$ cat src/rtl/audio_tone_mixer.sv
// audio_tone_mixer: NUM_TONES free-running square-wave oscillators summed into
// the codec sample stream with signed saturation. The block drives the
// Audio_Controller FIFO read/write handshake itself.
module audio_tone_mixer #(
    parameter int unsigned SAMPLE_W  = 32,
    parameter int unsigned NUM_TONES = 4,
    parameter int unsigned PERIOD_W  = 19,
    parameter int unsigned AMP_W     = 16
) (
    input  logic                          CLOCK_50,
    input  logic                          reset,
    input  logic [NUM_TONES-1:0]          tone_en,
    input  logic [NUM_TONES*PERIOD_W-1:0] tone_half_period,
    input  logic [NUM_TONES*AMP_W-1:0]    tone_amp,
    input  logic                          passthru_en,
    input  logic                          audio_in_available,
    input  logic [SAMPLE_W-1:0]           left_channel_audio_in,
    input  logic [SAMPLE_W-1:0]           right_channel_audio_in,
    input  logic                          audio_out_allowed,
    output logic                          read_audio_in,
    output logic                          write_audio_out,
    output logic [SAMPLE_W-1:0]           left_channel_audio_out,
    output logic [SAMPLE_W-1:0]           right_channel_audio_out,
    output logic [15:0]                   sat_count
);

    localparam int unsigned ACC_W = SAMPLE_W + 4;
    localparam int unsigned CON_W = AMP_W + 1;
    localparam int unsigned IDX_W = (NUM_TONES > 1) ? $clog2(NUM_TONES) : 1;

    typedef enum logic [1:0] {
        S_IDLE  = 2'd0,
        S_ACCUM = 2'd1,
        S_WRITE = 2'd2
    } state_e;

    state_e                              state_q, state_d;
    logic [IDX_W-1:0]                    idx_q, idx_d;
    logic signed [ACC_W-1:0]             acc_l_q, acc_l_d;
    logic signed [ACC_W-1:0]             acc_r_q, acc_r_d;
    logic                                read_q, read_d;
    logic                                write_q, write_d;
    logic [SAMPLE_W-1:0]                 out_l_q, out_l_d;
    logic [SAMPLE_W-1:0]                 out_r_q, out_r_d;
    logic [15:0]                         sat_cnt_q, sat_cnt_d;
    logic [NUM_TONES-1:0][PERIOD_W-1:0]  cnt_q, cnt_d;
    logic [NUM_TONES-1:0]                phase_q, phase_d;

    logic [NUM_TONES-1:0][ACC_W-1:0]     contrib;
    logic signed [CON_W-1:0]             amp_ext;
    logic signed [ACC_W-1:0]             tone_sel;
    logic signed [ACC_W-1:0]             fin_l, fin_r;
    logic [SAMPLE_W:0]                   sat_l, sat_r;

    // Clamp to SAMPLE_W signed; MSB of the result flags a clip.
    function automatic logic [SAMPLE_W:0] sat_f(input logic [ACC_W-1:0] v);
        logic [ACC_W-SAMPLE_W:0] top;
        top = v[ACC_W-1:SAMPLE_W-1];
        if ((top == '0) || (top == '1)) begin
            sat_f = {1'b0, v[SAMPLE_W-1:0]};
        end else if (v[ACC_W-1]) begin
            sat_f = {1'b1, 1'b1, {(SAMPLE_W-1){1'b0}}};
        end else begin
            sat_f = {1'b1, 1'b0, {(SAMPLE_W-1){1'b1}}};
        end
    endfunction

    // Oscillator counters and phases; >= compare so a shrunk period wraps at once.
    always_comb begin
        cnt_d   = cnt_q;
        phase_d = phase_q;
        for (int k = 0; k < int'(NUM_TONES); k++) begin
            if (!tone_en[k]) begin
                cnt_d[k]   = '0;
                phase_d[k] = 1'b1;
            end else if (cnt_q[k] >= tone_half_period[k*PERIOD_W +: PERIOD_W]) begin
                cnt_d[k]   = '0;
                phase_d[k] = ~phase_q[k];
            end else begin
                cnt_d[k] = cnt_q[k] + PERIOD_W'(1);
            end
        end
    end

    // Signed per-tone contribution from the current phase and live amplitude.
    always_comb begin
        contrib = '0;
        amp_ext = '0;
        for (int k = 0; k < int'(NUM_TONES); k++) begin
            amp_ext = signed'({1'b0, tone_amp[k*AMP_W +: AMP_W]});
            if (tone_en[k]) begin
                contrib[k] = phase_q[k] ? ACC_W'(amp_ext) : ACC_W'(-amp_ext);
            end
        end
    end

    // The last tone is folded into the final sum so a free output slot is
    // written on the same edge; WRITE only holds the sum under backpressure.
    assign tone_sel = $signed(contrib[idx_q]);
    assign fin_l    = (state_q == S_ACCUM) ? acc_l_q + tone_sel : acc_l_q;
    assign fin_r    = (state_q == S_ACCUM) ? acc_r_q + tone_sel : acc_r_q;
    assign sat_l    = sat_f(fin_l);
    assign sat_r    = sat_f(fin_r);

    // Capture / accumulate / write sequencing.
    always_comb begin
        state_d   = state_q;
        idx_d     = idx_q;
        acc_l_d   = acc_l_q;
        acc_r_d   = acc_r_q;
        read_d    = 1'b0;
        write_d   = 1'b0;
        out_l_d   = out_l_q;
        out_r_d   = out_r_q;
        sat_cnt_d = sat_cnt_q;
        case (state_q)
            S_IDLE: begin
                if (audio_in_available && audio_out_allowed) begin
                    acc_l_d = passthru_en ? ACC_W'($signed(left_channel_audio_in))  : '0;
                    acc_r_d = passthru_en ? ACC_W'($signed(right_channel_audio_in)) : '0;
                    idx_d   = '0;
                    read_d  = 1'b1;
                    state_d = S_ACCUM;
                end
            end
            S_ACCUM: begin
                if (idx_q == IDX_W'(NUM_TONES - 1)) begin
                    if (audio_out_allowed) begin
                        out_l_d = sat_l[SAMPLE_W-1:0];
                        out_r_d = sat_r[SAMPLE_W-1:0];
                        write_d = 1'b1;
                        if ((sat_l[SAMPLE_W] || sat_r[SAMPLE_W]) && (sat_cnt_q != 16'hFFFF)) begin
                            sat_cnt_d = sat_cnt_q + 16'd1;
                        end
                        state_d = S_IDLE;
                    end else begin
                        acc_l_d = fin_l;
                        acc_r_d = fin_r;
                        state_d = S_WRITE;
                    end
                end else begin
                    acc_l_d = fin_l;
                    acc_r_d = fin_r;
                    idx_d   = idx_q + IDX_W'(1);
                end
            end
            S_WRITE: begin
                if (audio_out_allowed) begin
                    out_l_d = sat_l[SAMPLE_W-1:0];
                    out_r_d = sat_r[SAMPLE_W-1:0];
                    write_d = 1'b1;
                    if ((sat_l[SAMPLE_W] || sat_r[SAMPLE_W]) && (sat_cnt_q != 16'hFFFF)) begin
                        sat_cnt_d = sat_cnt_q + 16'd1;
                    end
                    state_d = S_IDLE;
                end
            end
            default: state_d = S_IDLE;
        endcase
    end

    // State, datapath and oscillator registers.
    always_ff @(posedge CLOCK_50 or posedge reset) begin
        if (reset) begin
            state_q   <= S_IDLE;
            idx_q     <= '0;
            acc_l_q   <= '0;
            acc_r_q   <= '0;
            read_q    <= 1'b0;
            write_q   <= 1'b0;
            out_l_q   <= '0;
            out_r_q   <= '0;
            sat_cnt_q <= '0;
            cnt_q     <= '0;
            phase_q   <= '1;
        end else begin
            state_q   <= state_d;
            idx_q     <= idx_d;
            acc_l_q   <= acc_l_d;
            acc_r_q   <= acc_r_d;
            read_q    <= read_d;
            write_q   <= write_d;
            out_l_q   <= out_l_d;
            out_r_q   <= out_r_d;
            sat_cnt_q <= sat_cnt_d;
            cnt_q     <= cnt_d;
            phase_q   <= phase_d;
        end
    end

    assign read_audio_in           = read_q;
    assign write_audio_out         = write_q;
    assign left_channel_audio_out  = out_l_q;
    assign right_channel_audio_out = out_r_q;
    assign sat_count               = sat_cnt_q;

endmodule

$ cat config.mk
export PLATFORM = sky130hd
export DESIGN_NAME = audio_tone_mixer
export DESIGN_NICKNAME = d
export VERILOG_FILES = /design/src/rtl/audio_tone_mixer.sv
export SDC_FILE = /design/constraint.sdc
export NUM_CORES = 1
export LEC_CHECK = 0
export CAP_MARGIN = 20
export CORE_MARGIN = 2
export CORE_UTILIZATION = 55
export DETAILED_ROUTE_END_ITERATION = 6
export PLACE_DENSITY = 0.81
export SLEW_MARGIN = 20
export SYNTH_ARGS = -nofsm -noshare
export SYNTH_HDL_FRONTEND = slang
export SYNTH_SLANG_ARGS = --single-unit
$ cat constraint.sdc
create_clock -name CLOCK_50 -period 13.7 [get_ports CLOCK_50]
set_clock_uncertainty 0.15 [all_clocks]
set_input_delay 1.37 -clock CLOCK_50 [delete_from_list [all_inputs] [get_ports CLOCK_50]]
set_output_delay 1.37 -clock CLOCK_50 [all_outputs]
set_load 0.1 [all_outputs]
==> impl_metrics.toml <==
[yosys]
synth_common_cells = "nor2_1 (267), nand2_1 (253), dfrtp_1 (234), a21oi_1 (171), ha_1 (163)"
avgSynthCellArea_sq_um = 8.158
synthesis.nets = 2755
yosys-top-cells-area = "dfrtp_1 (30%), ha_1 (11%), xnor2_1 (5.2%), nor2_1 (5.2%), nand2_1 (4.9%)"
synth_top_family_by_area = "compound AO/OA/AOI/OAI gates"
synth_flop_cell = "dfrtp_1"
syn_inst = 2377
synth_top_cell_area_share_pct = 30.20
yosys.area_share.simple_pct = 20.57
synth-seq-area-share_pct = 30.74
synth_most_common_cell = "nor2_1"
synth_xor_xnor_area_share_pct = 8.897
netlist_area_sq_mm = 0.01939
synth.largest_area_cell = "dfrtp_1"
ys_ff_latch = 238
yosysWarnings = 0
synth_cell_type_count = 82
synth_compound_area_share_pct = 21.67
synth_fa_ha_area_share_pct = 10.72
synth-edff-count = 0
async_reset_ff_share_pct = 100.0
synth_mux_area_share_pct = 2.458

[timing]
finalSetupViolations = 0
relSlewSlack_pct = 25.31
fmax_mhz = 133.4
finalHoldViolCount = 0
rsz0062_at_grt = "false"
finalMaxSlewViolations = 0
period_needed_ns = 7.495
tns_ns = 0
final.period_utilization_pct = 54.71
tightestPinTransition_ns = 1.115

[global_routing]
antenna_found_initial = 3
grt_max_degree = 118
grt_pass1_wl_microns = 97780
track_usage_pct = 33.19
grt_overflow = 0
grt_pass1_vias = 18655

[floorplanning]
row_count = 68
dieArea_sq_mm = 0.03678
start_util_pct = 56.00
dieWidth_microns = 191.8
design.core.area_sq_mm = 0.03463
die_h_microns = 191.8
io_pins = 295

[cts]
root_buffer = "clkbuf_16"
post_cts_buffers = 0
path_clk_slew_ns = 0.06
cts-buffers-inserted = 28
hold_buffers = 0
clock_path_buffers = 3
tritoncts = "yes"
insertion_delay_ns = 0.56
cts_sinks = 238
h-tree-depth = 1
post_cts_resized = 0

[route]
route.met3.wl_microns = 4687
wl_met2_microns = 28890
dr.first_iter.drc_count = 1342
wire_per_inst_microns = 20.11
drt-total-wl_microns = 61890
top_layer_used = "met5"
drt_first_pass_iters = 6
drc = 0
antenna_left = 0
num_vias = 18999
viasPerCell = 6.175
met1_length_microns = 25960

[layout]
syn_to_final_growth_pct = 21.66
nNetsFinal = 2975
n_fill_cell = 2807
drive_above_1_share_pct = 4.696
final_cell_area_sq_mm = 0.02359

[setup_path]
crit_arrival_ns = 7.78
worst_setup_path_end_kind = "flop"
critPathKind = "input pin to flop"
worst-path-max-fanout = 16
worstSetupStartpointType = "input pin"
worstPathRequired_ns = 13.98

[placed_design]
placed_cell_area_sq_mm = 0.02259
portBuffers = 294
gp_congestion = 0.9476
dp_hpwl_microns = 46600

[hold_path]
min_path_type = "flop to flop"

[run_status]
outcome = "complete, no violations"

[power]
p_per_area_mw_per_mm2 = 244.8
total_power_mw = 5.774
ir_drop_mv = 0.2037
p_leak_nw = 10.40

[job]
drv_cap = 0
placed cells by master, fill, tap and decap left out, types with 6 or more instances in the layout:
cell type        netlist  final
o221ai_1              20     20
nand2b_1              13     13
nor2b_1               24     23
and3_1                28     28
a211oi_1              14     14
or3_1                  9      9
xnor2_1              115    115
inv_1                131    130
o22ai_1               19     19
and4_1                10     10
nor4_1                27     27
mux2i_1               24     24
o21bai_1              12     12
clkbuf_1              99      7
clkbuf_16              0     29
a21oi_1              171    171
a21o_1                24     24
buf_4                  0     12
or4_1                  6      6
nand4_1               42     42
nor2_1               267    266
mux2_2                20     20
o21ai_0              112    112
nand2_1              253    253
a31oi_1               64     63
xor2_1                82     82
o22a_1                45     45
or2_2                  8      8
ha_1                 163    162
o211ai_1              14     14
a221oi_1              32     32
nor3_1                52     52
a211o_1                6      6
a21boi_0               7      7
dfrtp_1              234    234
clkdlybuf4s50_1        0    294
and2_1                12     12
nand3_1               72     72
o21a_1                46     46
through the flow:
step | cells | utilization, % | worst slack [ns] | hold slack [ns]
after floorplan | 2377 | - | 5.655 | 0.3166
after global placement | 3022 | 65.24 | 5.865 | 0.3182
after detailed placement | 3022 | 65.24 | 5.749 | 0.3205
after CTS | 3074 | 68.09 | 6.293 | 0.3341
after global routing | 3075 | 68.12 | 5.828 | 0.3671
final | 3077 | 68.13 | 6.205 | 0.3311
worst max-delay path: stages:
cell,delay (ns)
clkdlybuf4s50_1,0.53
or4_4,0.61
nor4_1,0.63
a211o_1,0.38
a31oi_1,0.44
ha_1,0.57
a21oi_1,0.26
o21ai_0,0.17
nor3_1,0.23
o21ai_0,0.18
o21ai_0,0.52
a2bb2oi_1,0.29
nand3_1,0.10
or4b_1,0.58
a31oi_4,0.52
mux2_1,0.37
sequential cells by signal, indices dropped and copies added, names as in the netlist, 2 cells and up:
signal                   flops
left_channel_audio_out      32
idx_q                        2
sat_count                   16
acc_l_q                     36
cnt_q                       76
phase_q                      4
right_channel_audio_out     32
acc_r_q                     36
state_q                      2
path summary, 6_finish.rpt:
check	startpoint	end	slack, ns	depth (start not counted)
max	tone_amp[37]	sat_count[1]	6.20	16
min	left_channel_audio_out[15]	left_channel_audio_out[15]	0.33	2
max reg2reg	idx_q[0]	sat_count[1]	7.13	15
min reg2reg	left_channel_audio_out[15]	left_channel_audio_out[15]	0.33	2
max in group asynchronous	reset	acc_l_q[28]	10.29	4
min in group asynchronous	reset	cnt_q[31]	1.19	2
where the power goes:
group	total, mW	internal [mW]	switching, mW
registers	1.11	0.926	0.186
logic	3.86	1.29	2.57
clock network	0.801	0.489	0.312
total	5.77	2.71	3.07
per-layer routing:
layer  vias to the layer above  track usage, %
met4                         2           12.78
li1                       8993               -
met3                       140           5.682
met2                       716           55.18
met5                         -               0
met1                      9148           43.15
layout make-up:
type | instances | area (sq um) | area share (%)
Timing Repair Buffer | 308 | 3055 | 12.95
Antenna cell | 3 | 7.507 | 0.03182
Clock buffer | 41 | 820.8 | 3.479
Multi-Input combinational cell | 1889 | 12510 | 53.03
Tap cell | 455 | 569.3 | 2.413
Sequential cell | 238 | 5961 | 25.27
Clock inverter | 11 | 165.2 | 0.7000
Inverter | 132 | 503.0 | 2.132
kinds of logic after synthesis:
group           Yosys count
simple gates            846
fa+ha+maj               165
mux                      45
compound gates          636
buf+inv                 250
flops                   238
xor+xnor                197
Power figures use the tool's default switching activity.
